[src/rtl/pc_fetch_ctrl_if.sv]
// Instruction-memory fetch bus: req/addr from the fetch controller, ack/rdata
// from memory. rdata is valid in the same cycle as ack.
interface pc_fetch_ctrl_if;
  logic        imem_req;
  logic [31:0] imem_addr;
  logic        imem_ack;
  logic [31:0] imem_rdata;

  modport master (
    output imem_req,
    output imem_addr,
    input  imem_ack,
    input  imem_rdata
  );

  modport slave (
    input  imem_req,
    input  imem_addr,
    output imem_ack,
    output imem_rdata
  );
endinterface

[src/rtl/pc_fetch_ctrl.sv]
// Fetch-side controller: samples the PC, fetches one instruction over req/ack,
// delivers it downstream and writes the next PC (sequential or branch target).
module pc_fetch_ctrl #(
  parameter int unsigned MAX_WAIT = 15,
  parameter int unsigned PC_STEP  = 4
) (
  input  logic                   clk,
  input  logic                   rst_n,
  input  logic                   run,
  input  logic                   stall,
  input  logic [31:0]            pc_in,
  input  logic                   branch_valid,
  input  logic [31:0]            branch_target,
  pc_fetch_ctrl_if.master        imem,
  output logic [31:0]            instr_out,
  output logic                   instr_valid,
  output logic [31:0]            pc_next,
  output logic                   pc_ena,
  output logic                   err
);

  typedef enum logic [1:0] {
    IDLE   = 2'd0,
    FETCH  = 2'd1,
    UPDATE = 2'd2,
    ERR    = 2'd3
  } state_t;

  state_t      state_q, state_d;
  logic        req_q, req_d;
  logic [31:0] addr_q, addr_d;
  logic [31:0] instr_q, instr_d;
  logic        ivalid_q, ivalid_d;
  logic [31:0] pcnext_q, pcnext_d;
  logic        pcena_q, pcena_d;
  logic        err_q, err_d;
  logic        pend_q, pend_d;
  logic        flush_q, flush_d;
  logic [31:0] tgt_q, tgt_d;
  logic [7:0]  wait_q, wait_d;

  // A branch arriving in the ack cycle must already steer this completion.
  logic        br_pend;
  logic [31:0] br_tgt;
  logic        flushed;

  assign br_pend = pend_q | branch_valid;
  assign br_tgt  = branch_valid ? branch_target : tgt_q;
  assign flushed = flush_q | branch_valid;

  always_ff @(posedge clk or negedge rst_n) begin
    if (!rst_n) begin
      state_q  <= IDLE;
      req_q    <= 1'b0;
      addr_q   <= '0;
      instr_q  <= '0;
      ivalid_q <= 1'b0;
      pcnext_q <= '0;
      pcena_q  <= 1'b0;
      err_q    <= 1'b0;
      pend_q   <= 1'b0;
      flush_q  <= 1'b0;
      tgt_q    <= '0;
      wait_q   <= '0;
    end else begin
      state_q  <= state_d;
      req_q    <= req_d;
      addr_q   <= addr_d;
      instr_q  <= instr_d;
      ivalid_q <= ivalid_d;
      pcnext_q <= pcnext_d;
      pcena_q  <= pcena_d;
      err_q    <= err_d;
      pend_q   <= pend_d;
      flush_q  <= flush_d;
      tgt_q    <= tgt_d;
      wait_q   <= wait_d;
    end
  end

  always_comb begin
    state_d  = state_q;
    req_d    = req_q;
    addr_d   = addr_q;
    instr_d  = instr_q;
    ivalid_d = 1'b0;
    pcnext_d = pcnext_q;
    pcena_d  = 1'b0;
    err_d    = err_q;
    pend_d   = pend_q;
    flush_d  = flush_q;
    tgt_d    = tgt_q;
    wait_d   = wait_q;

    if (state_q != ERR && branch_valid) begin
      pend_d = 1'b1;
      tgt_d  = branch_target;
    end

    case (state_q)
      IDLE: begin
        if (run && !stall) begin
          if (pc_in[1:0] == 2'b00) begin
            state_d = FETCH;
            addr_d  = pc_in;
            req_d   = 1'b1;
            wait_d  = '0;
          end else begin
            state_d = ERR;
            err_d   = 1'b1;
          end
        end
      end

      FETCH: begin
        if (branch_valid) begin
          flush_d = 1'b1;
        end
        if (imem.imem_ack) begin
          req_d = 1'b0;
          if (!flushed) begin
            instr_d  = imem.imem_rdata;
            ivalid_d = 1'b1;
          end
          pcnext_d = br_pend ? br_tgt : addr_q + 32'(PC_STEP);
          pcena_d  = 1'b1;
          state_d  = UPDATE;
        end else if (wait_q == 8'(MAX_WAIT - 1)) begin
          req_d   = 1'b0;
          err_d   = 1'b1;
          state_d = ERR;
        end else begin
          wait_d = wait_q + 8'd1;
        end
      end

      UPDATE: begin
        // The previous pending branch was consumed at ack; only a new pulse survives.
        pend_d  = branch_valid;
        flush_d = 1'b0;
        state_d = IDLE;
      end

      ERR: begin
        req_d = 1'b0;
        err_d = 1'b1;
      end

      default: state_d = IDLE;
    endcase
  end

  assign imem.imem_req  = req_q;
  assign imem.imem_addr = addr_q;
  assign instr_out      = instr_q;
  assign instr_valid    = ivalid_q;
  assign pc_next        = pcnext_q;
  assign pc_ena         = pcena_q;
  assign err            = err_q;

endmodule

[src/flat_wrapper.sv]
// flat-port wrapper written by rule: the top's interface ports become plain ports
module pc_fetch_ctrl_flat 
#(
  parameter int unsigned MAX_WAIT = 15,
  parameter int unsigned PC_STEP  = 4
)
  (clk, rst_n, run, stall, pc_in, branch_valid, branch_target, instr_out, instr_valid, pc_next, pc_ena, err, imem_imem_req, imem_imem_addr, imem_imem_ack, imem_imem_rdata);
  pc_fetch_ctrl_if imem_i ();
  input  logic clk;
  input  logic rst_n;
  input  logic run;
  input  logic stall;
  input  logic [31:0] pc_in;
  input  logic branch_valid;
  input  logic [31:0] branch_target;
  output logic [31:0] instr_out;
  output logic instr_valid;
  output logic [31:0] pc_next;
  output logic pc_ena;
  output logic err;
  output wire logic [$bits(imem_i.imem_req)-1:0] imem_imem_req;
  output wire logic [$bits(imem_i.imem_addr)-1:0] imem_imem_addr;
  input wire logic [$bits(imem_i.imem_ack)-1:0] imem_imem_ack;
  input wire logic [$bits(imem_i.imem_rdata)-1:0] imem_imem_rdata;
  assign imem_imem_req = imem_i.imem_req;
  assign imem_imem_addr = imem_i.imem_addr;
  assign imem_i.imem_ack = imem_imem_ack;
  assign imem_i.imem_rdata = imem_imem_rdata;
  pc_fetch_ctrl #(.MAX_WAIT(MAX_WAIT), .PC_STEP(PC_STEP)) u_core (.clk(clk), .rst_n(rst_n), .run(run), .stall(stall), .pc_in(pc_in), .branch_valid(branch_valid), .branch_target(branch_target), .imem(imem_i), .instr_out(instr_out), .instr_valid(instr_valid), .pc_next(pc_next), .pc_ena(pc_ena), .err(err));
endmodule
[config.mk]
export PLATFORM = sky130hd
export DESIGN_NAME = pc_fetch_ctrl_flat
export DESIGN_NICKNAME = d
export VERILOG_FILES = /design/src/rtl/pc_fetch_ctrl_if.sv /design/src/rtl/pc_fetch_ctrl.sv /design/src/flat_wrapper.sv
export SDC_FILE = /design/constraint.sdc
export NUM_CORES = 1
export LEC_CHECK = 0
export ABC_AREA = 1
export CORE_MARGIN = 10
export CORE_UTILIZATION = 42
export DETAILED_ROUTE_END_ITERATION = 10
export GPL_TIMING_DRIVEN = 1
export PLACE_DENSITY_LB_ADDON = 0.25
export SLEW_MARGIN = 25
export SYNTH_ARGS = -nofsm -noshare
export SYNTH_HDL_FRONTEND = slang
export SYNTH_SLANG_ARGS = --single-unit
[constraint.sdc]
create_clock -name clk -period 2.3 [get_ports clk]
set_clock_uncertainty 0.2 [all_clocks]
set_input_delay 0.345 -clock clk [delete_from_list [all_inputs] [get_ports clk]]
set_output_delay 0.345 -clock clk [all_outputs]
set_load 0.005 [all_outputs]
* After elaboration in Yosys (flattened, before gate mapping) *
Cells that the tools add are included.

cells by class
  bitwise logic cells = 3
  add/sub/neg operators = 2
  muxes and demuxes = 31
  equality and inequality tests = 13
  reductions and logical operators = 18

operators by type and width
  operator                                               count
  two-way mux 32 bit                                     2
  adder 32 x 3 -> 32 bit, second input constant          1
  two-way mux 8 bit                                      4
  two-way mux 1 bit                                      16
  one-hot mux 8 bit (2 select lines)                     1
  inequality test 2 bit, second input constant           5
  AND reduction 5 bit                                    2
  AND reduction 3 bit                                    3
  adder 8 x 1 -> 8 bit, second input constant            1
  == test 8 x 4 -> 1 bit, second input constant          1
  two-way mux 2 bit                                      4
  inequality test 2 x 1 -> 1 bit, second input constant  3
  one-hot mux 1 bit (3 select lines)                     2
  one-hot mux 2 bit (3 select lines)                     1
  nonzero test 2 bit                                     3
  nonzero test 3 bit                                     2
  == test 2 bit, second input constant                   2
  zero test 2 bit                                        2
  AND reduction 2 bit                                    2
  AND reduction 4 bit                                    1
  inequality test 3 x 2 -> 1 bit, second input constant  1
  == test 2 x 1 -> 1 bit, second input constant          1
  logical AND 1 bit                                      2
  bitwise OR 1 bit                                       2
  3 further kinds                                        3

word-level totals
  register bits after elaboration = 144
  word-level logic and storage cells = 79
  output and inout port bits = 100

* Logic depth before layout (Yosys ltp) *
  depth in word-level cells = 4
  depth in mapped cells = 12
  mapped depth without buffers = 11

* Least setup slack after synthesis *
Ideal clock, no wire load.

  kind = register to register
  start = register u_core.state_q[1]
  end = register u_core.instr_q[10] (netlist: u_core.instr_out[10])
  arrival = 1.476 ns
  data required time = 1.984 ns
  setup time = 0.116 ns
  cell stages (with the launch flop) = 10
  slack = 0.508 ns
  cell sequence = dfrtp_1 inv_1 ha_1 buf_4 inv_2 nor4_4 inv_2 buf_2 nand2_1 nand2_1

on the way
  cells in the longest elaborated chain, start to end = 2

RTL lines
  what                           RTL line              text
  start, declared                pc_fetch_ctrl.sv:29   state_t state_q, state_d;
  start signal, assigned         pc_fetch_ctrl.sv:66   state_q <= state_d;
  == test 2 x 1 -> 1 bit         pc_fetch_ctrl.sv:100  case (state_q)
  AND reduction 3 bit (no line)  --
  end signal, assigned           pc_fetch_ctrl.sv:69   instr_q <= instr_d;
  end, declared                  pc_fetch_ctrl.sv:32   logic [31:0] instr_q, instr_d;

Every way passes these cells.
A chain may end at the register's enable or synchronous reset.

* Worst setup path in the final report *
  start = register u_core.addr_q[3] (netlist: u_core.imem.imem_addr[3])
  end = register u_core.pcnext_q[24] (netlist: u_core.pc_next[24])

on the way
  cells in the longest elaborated chain, start to end = 2

RTL lines
  what                    RTL line              text
  start, declared         pc_fetch_ctrl.sv:31   logic [31:0] addr_q, addr_d;
  start signal, assigned  pc_fetch_ctrl.sv:68   addr_q <= addr_d;
  adder 32 x 3 -> 32 bit  pc_fetch_ctrl.sv:125  pcnext_d = br_pend ? br_tgt : addr_q + 32'(PC_STEP);
  two-way mux 32 bit      pc_fetch_ctrl.sv:125
  end signal, assigned    pc_fetch_ctrl.sv:71   pcnext_q <= pcnext_d;
  end, declared           pc_fetch_ctrl.sv:34   logic [31:0] pcnext_q, pcnext_d;

Every way passes these cells.

==> results.ini <==
[layout]
final_cell_mix = nand2_1 (299), clkdlybuf4s50_1 (200), dfrtp_1 (144), o21ai_0 (95), nor2_1 (90)
final_common_cell = nand2_1
final_area_sq_um = 9960
utilization_pct = 60.5
area_delta_synth_final_pct = 42.1
fill_cells = 1492
nNetsFinal = 1214
drive_gt1_share_pct = 6.26

[clocking]
path_clk_slew_ns = 0.06
cts_buffers = 17
cts_root_buf = clkbuf_16
cts_tree = built
htreeDepth = 4
clkLatencyLatePin_ns = 0.42
post_cts_buffers = 0
clock-sinks = 144
cts_max_path_buffers = 2

[setup_path]
crit_required_ns = 2.45
cp-start-kind = flip-flop
timing.rr.start = u_core.imem.imem_addr[3]
r2r_setup_slack_ns = 0.32
endpoint_kind = flip-flop
crit_path_start = u_core.imem.imem_addr[3]
cp_data_arrival_time_ns = 2.12
cp_max_fo = 4
path_class = reg -> reg

[power_and_ir_drop]
leakagePower_nw = 4.53
power-per-cell-area_nw_per_um2 = 1230
vdd_drop_max_uv = 622

[timing]
slew_headroom_pct = 64.4
setup_violations = 0
period_minus_slack_ns = 1.98
clock.fmax_mhz = 506
min_period_over_period_pct = 85.9
tns_ns = 0
worst_pin_slew_ns = 0.533
slew_violations = 0
rsz0062_at_grt = false
hold_viol_final = 0

[drt]
drtAntennaViolNets = 0
avgViaCountPerCell = 4.85
firstDrtPassIters = 5
drtIter0Drc = 291
post_drt_wl_per_cell_microns = 15.8
vias = 6492
wirelength_microns = 21200
detail_route.drc_violations = 0

[run_status]
status = completed

[logic_synthesis]
synth_cell_types = 27
synth.avg_cell_area_sq_um = 7.73
netlist_area_sq_um = 7010
ys_seq_area_share_pct = 51.4
syn-num-nets = 1016
syn-instance-count = 907
ys_warn_count = 0
synth_seq_cells = 144

[placement]
dpl-instance-area_sq_um = 9310
gp_congestion = 0.900
post-dp-hpwl_microns = 16100
place.port_buffers = 201

[global_routing]
track_usage_pct = 19.0
grt_overflow = 0
grt_pass1_vias = 6447
grt_pass1_wl_microns = 33700
grt_max_degree = 61
grt_antenna_before_repair = 3

[run]
maxCapViolations = 0

[floorplanning]
rows = 47
die-height_microns = 149
dieArea_sq_um = 22200
ioPinCount = 202
die_x_microns = 149
core_area_sq_um = 16500
start_util_pct = 42.6

[worst_hold_path]
hold_class = in -> async

==> state kept, by name, indices dropped and copies added, names as in the netlist <==
name and cells:
u_core.imem.imem_addr 32, u_core.instr_out 32, u_core.pc_next 32, u_core.tgt_q 32
u_core.wait_q 8, u_core.state_q 2, u_core.err 1, u_core.flush_q 1
u_core.imem.imem_req 1, u_core.instr_valid 1, u_core.pc_ena 1, u_core.pend_q 1
==> synthesized netlist by cell type <==
library cell    n  area (sq um)
a21oi_1        77           385
a22oi_1         1          7.51
a31oi_1         7          43.8
and2_1          2          12.5
buf_1           2          7.51
buf_2          23           115
buf_4           2          15.0
clkbuf_1       11          41.3
dfrtp_1       144          3600
ha_1            7          87.6
inv_1          76           285
inv_2           5          18.8
mux2_2          8          90.1
nand2_1       299          1120
nand2_2         4          25.0
nand3_1        37           185
nand3b_1        1          7.51
nor2_1         90           338
nor2_2          3          18.8
nor2_4          1          11.3
nor3_1          1          5.00
nor3_2          1          10.0
nor3b_1         2          15.0
nor4_4          1          21.3
o21ai_0        95           475
o21bai_1        2          15.0
xor2_1          5          43.8
==> worst paths after layout <==
check | endpoint | cells past startpoint
hold reg to reg | u_core.instr_out[17] | 2
max in group asynchronous | u_core.imem.imem_addr[21] | 3
hold / removal | u_core.tgt_q[2] | 2
min in group clk | u_core.imem.imem_addr[6] | 3
setup reg to reg | u_core.pc_next[24] | 9
setup / recovery | u_core.pc_next[24] | 9
==> layer usage <==
metal / GRT usage [%] / part of all wire [%] / routed length (microns)
met1: 24.5 / 45 / 9440
met2: 28.8 / 45 / 9480
met3: 8.13 / 9.2 / 1940
met4: 4.66 / 1.3 / 265
met5: 0 / 0.16 / 34
==> logic make-up after synthesis <==
family,after synthesis,synth area share [%]
compound gates,182,13.2
xor+xnor,5,0.625
fa+ha+maj,7,1.25
buf+inv,119,6.89
flops,144,51.4
mux,8,1.29
simple gates,442,25.3
==> critical path: stages, from the launching register on <==
cell,delay (ns)
dfrtp_1,0.39
ha_1,0.18
nand2_1,0.08
nor2_2,0.20
nand2_1,0.15
nor2_1,0.34
nand2_1,0.09
nand2_1,0.07
nand3_1,0.07
a21oi_1,0.13
==> repair_timing <==
action / 4_1_cts / 5_1_grt
setup endpoints to repair: 0 / 0
gates resized for setup: 0 / 0
hold buffers: 1 / 0
endpoints found under the hold margin: 144 / 0
==> final cells by class <==
class	instances	area [sq um]	share of cell area, %
Tap cell	220	275	2.76
Timing Repair Buffer	217	2210	22.2
Clock buffer	20	457	4.59
Clock inverter	12	180	1.81
Sequential cell	144	3600	36.2
Inverter	81	304	3.05
Multi-Input combinational cell	644	2930	29.4
Antenna cell	1	2.50	0.0251
==> through the flow <==
step / hold WS, ns / total power [W] / setup WS [ns] / cells
final: 0.143 / 0.0123 / 0.325 / 1339
after global routing: 0.144 / 0.0132 / 0.0996 / 1338
after CTS: 0.136 / 0.0124 / 0.308 / 1338
after detailed placement: -0.0142 / 0.00934 / 0.0790 / 1305
after global placement: -0.0130 / 0.00923 / 0.180 / 1305
after floorplan: -0.151 / 0.00653 / 0.508 / 907
==> power by group <==
part	switching [W]	internal, W
registers	0.000854	0.00365
clock network	0.00110	0.00188
logic	0.00229	0.00248
Note: power is estimated with default switching activity, not from simulation.
